## config.mk

```make
export PLATFORM = sky130hd
export DESIGN_NAME = class_router
export DESIGN_NICKNAME = d
export VERILOG_FILES = /design/src/rtl/class_router.sv
export SDC_FILE = /design/constraint.sdc
export NUM_CORES = 1
export LEC_CHECK = 0
export CAP_MARGIN = 10
export CORE_UTILIZATION = 38
export CTS_BUF_LIST = sky130_fd_sc_hd__clkbuf_8 sky130_fd_sc_hd__clkbuf_16
export CTS_CLUSTER_SIZE = 12
export DETAILED_ROUTE_END_ITERATION = 8
export PLACE_DENSITY_LB_ADDON = 0.12
export SLEW_MARGIN = 20
export SYNTH_ARGS = -nofsm -noshare
export SYNTH_HDL_FRONTEND = slang
export SYNTH_SLANG_ARGS = --single-unit
```

## constraint.sdc

```tcl
create_clock -name clk -period 5.7 [get_ports clk]
set_clock_uncertainty 0.2 [all_clocks]
set_input_delay 1.71 -clock clk [delete_from_list [all_inputs] [get_ports clk]]
set_output_delay 1.71 -clock clk [all_outputs]
set_load 0.02 [all_outputs]
```

## src/rtl/class_router.sv

```systemverilog
// class_router: drains a shared ingress FIFO (first-word fall-through) and
// steers each word into one of NUM_CLASSES per-class FIFOs, selected by the
// class field data_in[CLASS_MSB -: CLASS_WIDTH].
//
// Handshake: the ingress word is "valid" when empty=0. A word with a valid
// class is "ready" to move when almost_full[cls]=0. A word with an invalid
// class is always ready and is dropped. A transfer is one registered cycle in
// which pop is high together with exactly one of push[cls] or drop. Every
// transfer is followed by a one-cycle gap so the ingress head can advance.
//
// Optional feature macro: ROUTE_STATS_EN. When it is defined, the stall_count
// and routed_count saturating counters are built. When it is undefined, both
// ports are tied to zero. Routing behaviour is identical either way.
module class_router #(
  parameter int DATA_WIDTH  = 12,
  parameter int NUM_CLASSES = 4,
  parameter int CLASS_WIDTH = 2,
  parameter int CLASS_MSB   = DATA_WIDTH - 1,
  parameter int CNT_WIDTH   = 16
) (
  input  logic                   clk,
  input  logic                   reset_L,
  input  logic [3:0]             state,
  input  logic [DATA_WIDTH-1:0]  data_in,
  input  logic                   empty,
  input  logic [NUM_CLASSES-1:0] almost_full,
  output logic                   pop,
  output logic [NUM_CLASSES-1:0] push,
  output logic [DATA_WIDTH-1:0]  data_out,
  output logic                   drop,
  output logic                   busy,
  output logic [CNT_WIDTH-1:0]   stall_count,
  output logic [CNT_WIDTH-1:0]   routed_count,
  output logic [1:0]             dbg_fsm_state
);

  typedef enum logic [1:0] {
    S_RST   = 2'd0,
    S_IDLE  = 2'd1,
    S_ISSUE = 2'd2
  } fsm_t;

  localparam logic [3:0] LS_RESET  = 4'b0001;
  localparam logic [3:0] LS_IDLE   = 4'b0100;
  localparam logic [3:0] LS_ACTIVE = 4'b1000;

  fsm_t                   r_fsm;
  fsm_t                   w_fsm_nxt;
  logic                   r_pop;
  logic [NUM_CLASSES-1:0] r_push;
  logic                   r_drop;
  logic [DATA_WIDTH-1:0]  r_data_out;

  logic                   w_enable;
  logic                   w_link_reset;
  logic [CLASS_WIDTH-1:0] w_cls;
  logic                   w_cls_valid;
  logic                   w_af_sel;
  logic                   w_req;
  logic                   w_fire;
  logic                   w_issue;

  // Only exact one-hot IDLE or ACTIVE enables routing; anything else is off.
  assign w_enable     = (state == LS_IDLE) || (state == LS_ACTIVE);
  assign w_link_reset = (state == LS_RESET);
  assign w_cls        = data_in[CLASS_MSB -: CLASS_WIDTH];
  assign w_cls_valid  = ({1'b0, w_cls} < (CLASS_WIDTH + 1)'(NUM_CLASSES));
  assign w_req        = w_enable && !empty;
  // Invalid classes bypass the almost-full check so they can never deadlock.
  assign w_fire       = w_req && (!w_cls_valid || !w_af_sel);
  assign w_issue      = (r_fsm == S_IDLE) && w_fire;

  // Select the almost-full flag of the head word's class; out-of-range reads 0.
  always_comb begin
    w_af_sel = 1'b0;
    for (int i = 0; i < NUM_CLASSES; i++) begin
      if (w_cls == CLASS_WIDTH'(i)) w_af_sel = almost_full[i];
    end
  end

  // FSM state register.
  always_ff @(posedge clk or negedge reset_L) begin
    if (!reset_L) r_fsm <= S_RST;
    else          r_fsm <= w_fsm_nxt;
  end

  // FSM next state: link RESET overrides everything, ISSUE always lasts one cycle.
  always_comb begin
    w_fsm_nxt = r_fsm;
    if (w_link_reset) begin
      w_fsm_nxt = S_RST;
    end else begin
      case (r_fsm)
        S_RST:   w_fsm_nxt = S_IDLE;
        S_IDLE:  if (w_fire) w_fsm_nxt = S_ISSUE;
        S_ISSUE: w_fsm_nxt = S_IDLE;
        default: w_fsm_nxt = S_RST;
      endcase
    end
  end

  // Registered handshake outputs: pop with push or drop for the single ISSUE cycle.
  always_ff @(posedge clk or negedge reset_L) begin
    if (!reset_L) begin
      r_pop      <= 1'b0;
      r_push     <= '0;
      r_drop     <= 1'b0;
      r_data_out <= '0;
    end else begin
      r_pop  <= w_issue;
      r_push <= (w_issue && w_cls_valid) ? (NUM_CLASSES'(1) << w_cls) : '0;
      r_drop <= w_issue && !w_cls_valid;
      if (w_fsm_nxt == S_RST) r_data_out <= '0;
      else if (w_issue)       r_data_out <= data_in;
    end
  end

`ifdef ROUTE_STATS_EN
  logic [CNT_WIDTH-1:0] r_stall_count;
  logic [CNT_WIDTH-1:0] r_routed_count;
  logic                 w_blocked;

  assign w_blocked = (r_fsm == S_IDLE) && w_req && w_cls_valid && w_af_sel;

  // Saturating statistics counters, cleared whenever the FSM is in or enters RST.
  always_ff @(posedge clk or negedge reset_L) begin
    if (!reset_L) begin
      r_stall_count  <= '0;
      r_routed_count <= '0;
    end else if (w_fsm_nxt == S_RST) begin
      r_stall_count  <= '0;
      r_routed_count <= '0;
    end else begin
      if (w_blocked && (r_stall_count != '1))
        r_stall_count <= r_stall_count + CNT_WIDTH'(1);
      if (w_issue && w_cls_valid && (r_routed_count != '1))
        r_routed_count <= r_routed_count + CNT_WIDTH'(1);
    end
  end

  assign stall_count  = r_stall_count;
  assign routed_count = r_routed_count;
`else
  assign stall_count  = '0;
  assign routed_count = '0;
`endif

  assign pop           = r_pop;
  assign push          = r_push;
  assign drop          = r_drop;
  assign data_out      = r_data_out;
  assign busy          = (r_fsm == S_ISSUE);
  assign dbg_fsm_state = r_fsm;

endmodule

```

==> flow_summary.json, run 1 <==
{
  "violations": "design-rule violations",
  "muxShareOfSynthArea": 0.124,
  "hp-class": "reg -> reg",
  "yosysMostFrequentCell": "buf_4",
  "synth_area_leaders": "dfrtp_1, buf_4, mux2i_1",
  "async_reset_ff_frac": 1.00,
  "routed_wl_um": 2140,
  "seq_area_um2": 475,
  "critPathKind": "in -> reg",
  "placed_cells": 176,
  "track_usage": 0.142,
  "dieWidth_um": 57.0,
  "end_kind": "flip-flop",
  "numCtsBuffers": 3,
  "status": "finished, violations left",
  "min-delay-start": "data_out[8]",
  "setup-violations-final": 0,
  "port_buffers": 42,
  "clkLatencyLatePin_ps": 250,
  "cts_tree": "done",
  "cts_hold_buffers": 0,
  "pwr-share-clk": 0.258,
  "slew_viol_final": 0,
  "grt-ovfl-total": 0,
  "crit_arrival_ps": 3860,
  "htree_num_levels": 1,
  "finalCritPeriodShare": 0.683,
  "die_h_um": 57.0,
  "fin_cells": 180,
  "dp_slack_ps": 1550,
  "grt_pass1_vias": 803,
  "grt_max_degree": 20,
  "path_clk_slew_ps": 70,
  "power_density_nw_per_um2": 235,
  "rows": 19,
  "worst_path_max_delay_cell": "nor3_4",
  "post_synth_fa_ha_maj_area_fraction": 0,
  "clk_path_buf_depth": 2,
  "required_ps": 5670,
  "clkSinkCount": 19,
  "drc": 7,
  "yosys.area_share.simple": 0.213,
  "synth_xor_xnor_area_share": 0.00762,
  "antenna_found_initial": 0,
  "crit_path_end": "data_out[7]",
  "drt_iter0_drc": 20,
  "timing.final.ws_setup_ps": 1810,
  "synth_top_area_share": 0.413,
  "yosys.area.top_type": "dfrtp_1",
  "multi_input_area_um2": 520,
  "grt_pass1_wl_um": 3530,
  "startpoint": "data_in[10]",
  "seq_area_frac_synth": 0.413,
  "fin_tns_setup_ps": 0,
  "synth_commonest_cells": "buf_4, dfrtp_1, mux2i_1, nand2b_1, nand3_1",
  "avgSynthCellArea_um2": 10.6,
  "place_congestion": 0.664,
  "swShare": 0.312,
  "internal_power_mw": 0.243,
  "rr_endpoint": "data_out[7]",
  "slew_headroom": 0.448,
  "synth-edff-count": 0,
  "final_core_utilization": 0.535,
  "diodes": 0,
  "start_util": 0.410,
  "critPathMaxStageDelay_ps": 660,
  "crit_fanout": 15,
  "p_sw_mw": 0.110,
  "drv_cap": 0,
  "rsz0062_at_grt": "no",
  "cts_resized": 0,
  "synth_seq_cells": 19,
  "synth_compound_area_frac": 0,
  "finalNetCount": 173,
  "worst_pin_slew_ps": 825,
  "num_vias": 811,
  "syn_inst": 108,
  "synth_top_family_by_area": "buffers and inverters",
  "layout-drive-gt1-share": 0.0537,
  "nFillCells": 255,
  "reg2reg_from": "dbg_fsm_state[0]",
  "synth_cell_types": 21,
  "cp-start-kind": "primary input",
  "vias_per_cell": 4.51,
  "drt_pass1_iterations": 6,
  "wl_per_cell_um": 11.9,
  "yosysWarnings": 0,
  "crit_chain": "clkdlybuf4s50_1 > mux4_2 > nor3_4 > mux2i_1",
  "ir_drop_mv": 0.128,
  "r2r_slack_ps": 3480,
  "hold_violations": 0,
  "syn_area_um2": 1150,
  "root_buffer": "clkbuf_8",
  "ant_nets": 0,
  "area_growth_pct": 30.5,
  "post-route-min-period_ps": 3890,
  "clock.fmax_mhz": 257,
  "postCtsSetupBuffers": 0,
  "reg2reg_depth": 3,
  "leakagePower_nw": 0.676,
  "io_pins": 76,
  "pwr-share-seq": 0.443,
  "synthFlopType": "dfrtp_1",
  "combPwrFrac": 0.299,
  "dp_hpwl_um": 1560,
  "core_um2": 2810,
  "die_area_um2": 3250
}
[how the worst min path moves through the flow]
stage	to	slack [ps]	depth (start not counted)
6_report	data_out[8]	340	2
5_1_grt	data_out[4]	370	2
4_1_cts	data_out[6]	350	2
3_5_place_dp	data_out[1]	330	2
3_3_place_gp	data_out[10]	330	2
2_1_floorplan	data_out[0]	430	2
[power groups by stage]
stage / Clock [mW] / Combinational, mW / Sequential [mW]
2_1_floorplan: 0 / 0.0585 / 0.173
4_1_cts: 0.0922 / 0.106 / 0.156
6_report: 0.0908 / 0.105 / 0.156
3_3_place_gp: 0 / 0.105 / 0.158
5_1_grt: 0.0976 / 0.114 / 0.158
3_5_place_dp: 0 / 0.106 / 0.158
[cells by family after synthesis]
kind of cell / Yosys count
DFF: 19
xor gates and xnor gates: 1
other: 1
buffers and inverters: 37
and+or+nand+nor: 37
muxes: 13
[sequential cells by signal, indices dropped and copies added, names as in the netlist]
signal,flops
push,4
data_out,12
dbg_fsm_state,2
pop,1
[cell usage in the layout (no fill, tap or decap), types with 2 or more instances in the layout]
| cell | synthesis | routed |
|---|---|---|
| nand2_1 | 2 | 2 |
| nand3_1 | 12 | 12 |
| mux2i_1 | 12 | 12 |
| clkbuf_8 | 0 | 3 |
| nor3b_1 | 2 | 2 |
| clkdlybuf4s50_1 | 0 | 42 |
| conb_1 | 1 | 33 |
| dfrtp_1 | 19 | 19 |
| nand2b_1 | 12 | 12 |
[worst max-delay path: cells and delay by family]
kind	cells	cell delay [ps]
buf+inv	1	590
simple gates	1	660
mux	2	900
[cell type report]
| type | count | area share |
|---|---|---|
| flip-flops and latches | 19 | 0.317 |
| multi-input cells | 84 | 0.347 |
| clock inverters | 1 | 0.00250 |
| clock buffers | 3 | 0.0275 |
| well taps | 31 | 0.0259 |
| repair buffers | 42 | 0.280 |
[per-stage QoR]
| step | power [mW] | instance area (um^2) | hold WS (ps) |
|---|---|---|---|
| floorplan | 0.232 | 1270 | 427 |
| global placement | 0.263 | 1460 | 327 |
| detailed placement | 0.264 | 1460 | 334 |
| CTS | 0.355 | 1500 | 349 |
| global route | 0.369 | 1500 | 367 |
| finish | 0.352 | 1500 | 339 |
[layer usage]
| metal | part of all wire | global-route usage |
|---|---|---|
| met5 | 0 | 0 |
| met4 | 0.014 | 0.0418 |
| met3 | 0.094 | 0.0544 |
| met2 | 0.49 | 0.254 |
| met1 | 0.40 | 0.156 |
No activity file was read; power rests on OpenSTA's default activity.
==> run 2: changes to the inputs <==
- CORE_UTILIZATION: 38 -> 36
- clock period: 5.7 -> 3.6 ns (I/O delays scaled with it)
==> flow_summary.json, run 2 (synthesized netlist as in run 1, its figures left out) <==
{
  "layout-drive-gt1-share": 0.0600,
  "drt_iter0_drc": 15,
  "track_usage": 0.136,
  "grt_max_degree": 20,
  "crit_arrival_ps": 1710,
  "cp-start-kind": "flip-flop",
  "grt_pass1_vias": 744,
  "drt_pass1_iterations": 4,
  "end_kind": "primary output",
  "crit_fanout": 18,
  "drc": 0,
  "worst_pin_slew_ps": 843,
  "antenna_found_initial": 0,
  "rows": 20,
  "path_clk_slew_ps": 70,
  "rsz0062_at_grt": "no",
  "hold_violations": 0,
  "setup-violations-final": 0,
  "area_growth_pct": 32.5,
  "grt_pass1_wl_um": 3440,
  "dp_hpwl_um": 1610,
  "ant_nets": 0,
  "largest_reg_flops": 12,
  "layout_common_cells": "clkdlybuf4s50_1, conb_1, dfrtp_1",
  "wl_per_cell_um": 11.5,
  "postCtsSetupBuffers": 0,
  "htree_num_levels": 1,
  "hp-class": "reg -> reg",
  "nFillCells": 299,
  "post-route-min-period_ps": 2990,
  "place_congestion": 0.744,
  "finalCritPeriodShare": 0.830,
  "die_area_um2": 3420,
  "die_h_um": 58.5,
  "cts_hold_buffers": 0,
  "mostFrequentLayoutCell": "clkdlybuf4s50_1",
  "clkSinkCount": 19,
  "cts_resized": 0,
  "required_ps": 2320,
  "dieWidth_um": 58.5,
  "num_vias": 808,
  "drv_cap": 0,
  "routed_wl_um": 2240,
  "port_buffers": 42,
  "fin_tns_setup_ps": 0,
  "numCtsBuffers": 3,
  "leakagePower_nw": 0.681,
  "critPathKind": "reg -> out",
  "clkLatencyLatePin_ps": 250,
  "grt-ovfl-total": 0,
  "ir_drop_mv": 0.177,
  "slew_viol_final": 0,
  "diodes": 0,
  "core_um2": 3050,
  "finalNetCount": 174,
  "clk_path_buf_depth": 2,
  "start_util": 0.377,
  "slew_headroom": 0.436,
  "cts_tree": "done",
  "power_density_nw_per_um2": 366,
  "clock.fmax_mhz": 335,
  "root_buffer": "clkbuf_8",
  "vias_per_cell": 4.16,
  "dpl_cell_area_um2": 1480,
  "io_pins": 76,
  "whs_ps": 341,
  "status": "finished clean",
  "final_area_um2": 1520
}
## run 2: cell count changes in the layout (fill, tap and decap cells not counted)
cell	change
buf_4	+1
## run 2: final timing paths
kind | start | end | slack [ps] | depth (start not counted)
hold / removal | data_out[10] | data_out[10] | 340 | 2
setup reg to reg | dbg_fsm_state[0] | push[2] | 1720 | 4
min in group asynchronous | reset_L | push[3] | 1110 | 1
max in group asynchronous | reset_L | dbg_fsm_state[0] | 1570 | 1
setup / recovery | dbg_fsm_state[1] | busy | 610 | 2
hold reg to reg | data_out[10] | data_out[10] | 340 | 2
## run 2: routing by layer
layer  wire (um)  global-route usage  vias to the layer above  share of wire
met1         995               0.173                      375           0.44
met2         969               0.207                       51           0.43
met3         219              0.0352                        5          0.098
li1            -                   -                      377              -
met4          53              0.0816                        0          0.024
met5           0                   0                        -              0
## run 2: per-stage QoR
stage	power, mW	utilization	worst slack [ps]	cells
3_3_place_gp	0.417	0.484	449	190
4_1_cts	0.565	0.499	586	194
5_1_grt	0.588	0.499	508	194
6_report	0.557	0.499	611	194
2_1_floorplan	0.367	-	1000	140
3_5_place_dp	0.419	0.484	423	190
## run 2: critical path, stage by stage (launching register included)
cell             delay, ps
dfrtp_1                660
nor2b_1                190
clkdlybuf4s50_1        610
## run 2: final cells by class
cell class | instances | area (um^2) | area share
multi-input combinational | 84 | 520 | 0.342
tap | 44 | 55.1 | 0.0361
clock inverter | 1 | 3.75 | 0.00246
timing repair buffer | 43 | 428 | 0.281
sequential | 19 | 475 | 0.312
clock buffer | 3 | 41.3 | 0.0271
## run 2: power by group
group / switching (mW) / leakage, nW / total, mW / internal [mW]
logic: 0.0928 / 0.400 / 0.167 / 0.0744
registers: 0.0137 / 0.255 / 0.248 / 0.234
clock network: 0.0664 / 0.0269 / 0.142 / 0.0758
==> run 3: changes to the inputs <==
- clock period: 3.6 -> 3 ns (I/O delays scaled with it)
==> flow_summary.json, run 3 (synthesized netlist as in run 1, its figures left out) <==
{
  "rsz0062_at_grt": "no",
  "rr_endpoint": "data_out[8]",
  "routed_wl_um": 2320,
  "layout-drive-gt1-share": 0.0909,
  "num_vias": 814,
  "worstHoldPathCells": 2,
  "drv_cap": 0,
  "timing.final.ws_setup_ps": 420,
  "area_growth_pct": 36.3,
  "internal_power_mw": 0.465,
  "reg2reg_from": "dbg_fsm_state[0]",
  "min_to": "data_out[3]",
  "path_clk_slew_ps": 80,
  "wl_per_cell_um": 11.7,
  "io_pins": 76,
  "die_h_um": 58.5,
  "dp_hpwl_um": 1740,
  "grt_pass1_vias": 769,
  "vias_per_cell": 4.11,
  "cts_resized": 0,
  "clk_path_buf_depth": 2,
  "grt-ovfl-total": 0,
  "swShare": 0.317,
  "hold_violations": 0,
  "pwr-share-seq": 0.433,
  "mostFrequentLayoutCell": "clkdlybuf4s50_1",
  "drt_pass1_iterations": 2,
  "htree_num_levels": 1,
  "status": "finished clean",
  "ant_nets": 0,
  "numCtsBuffers": 3,
  "clkSinkCount": 19,
  "min-delay-start": "data_out[3]",
  "ir_drop_mv": 0.225,
  "pwr-share-clk": 0.264,
  "die_area_um2": 3420,
  "layout_common_cells": "clkdlybuf4s50_1, conb_1, dfrtp_1",
  "combPwrFrac": 0.303,
  "power_density_nw_per_um2": 435,
  "end_kind": "primary output",
  "core_um2": 3050,
  "slew_viol_final": 0,
  "critPathKind": "reg -> out",
  "drc": 0,
  "p_sw_mw": 0.216,
  "clkLatencyLatePin_ps": 250,
  "crit_fanout": 8,
  "finalNetCount": 178,
  "diodes": 0,
  "dieWidth_um": 58.5,
  "antenna_found_initial": 0,
  "grt_max_degree": 14,
  "cts_hold_buffers": 0,
  "final_core_utilization": 0.514,
  "finalCritPeriodShare": 0.860,
  "track_usage": 0.140,
  "drt_iter0_drc": 10,
  "crit_arrival_ps": 1480,
  "setup-violations-final": 0,
  "port_buffers": 42,
  "fin_tns_setup_ps": 0,
  "r2r_slack_ps": 1170,
  "required_ps": 1900,
  "postCtsSetupBuffers": 0,
  "grt_pass1_wl_um": 3580,
  "rows": 20,
  "nFillCells": 302,
  "worst_pin_slew_ps": 616,
  "leakagePower_nw": 0.703,
  "reg2reg_depth": 4,
  "cp-start-kind": "flip-flop",
  "hp-class": "reg -> reg",
  "root_buffer": "clkbuf_8",
  "clock.fmax_mhz": 388,
  "post-route-min-period_ps": 2580,
  "place_congestion": 0.729,
  "dp_slack_ps": 150,
  "largest_reg_flops": 12,
  "start_util": 0.377,
  "cts_tree": "done",
  "slew_headroom": 0.588
}
[run 3: power by group through the flow]
stage	Sequential, mW	Combinational (mW)	Clock [mW]
after floorplan	0.330	0.111	0
after global placement	0.300	0.205	0
after detailed placement	0.300	0.208	0
after CTS	0.296	0.209	0.184
after global routing	0.299	0.222	0.194
final	0.295	0.207	0.180
[run 3: worst max-delay path, cell delays in order, from the launching register on]
cell             delay [ps]
dfrtp_1                 460
nor2b_1                 160
clkdlybuf4s50_1         610
[run 3: through the flow]
stage	std cells	total power, mW	hold WS (ps)	instance area (um^2)
finish	198	0.681	342	1570
global route	198	0.714	376	1570
CTS	198	0.688	349	1570
detailed placement	194	0.508	339	1520
global placement	194	0.505	330	1520
floorplan	140	0.441	404	1270
[run 3: worst max path at each step]
| stage | startpoint | endpoint | slack, ps | cells after the start |
|---|---|---|---|---|
| after floorplan | state[0] | data_out[0] | 580 | 4 |
| after global placement | data_in[10] | data_out[4] | 180 | 5 |
| after detailed placement | data_in[10] | data_out[8] | 150 | 5 |
| after CTS | dbg_fsm_state[1] | busy | 400 | 2 |
| after global routing | dbg_fsm_state[1] | busy | 320 | 2 |
| final | dbg_fsm_state[1] | busy | 420 | 2 |
[run 3: cell type report]
type	instances	area, um^2	area share
flip-flops and latches	19	475	0.303
repair buffers	47	470	0.300
clock inverters	1	5.00	0.00319
well taps	44	55.1	0.0351
multi-input cells	84	520	0.332
clock buffers	3	41.3	0.0263
[run 3: layer usage]
layer | track usage | share of wire
met3 | 0.0242 | 0.080
met2 | 0.240 | 0.46
met4 | 0.0612 | 0.012
met5 | 0 | 0
met1 | 0.174 | 0.44
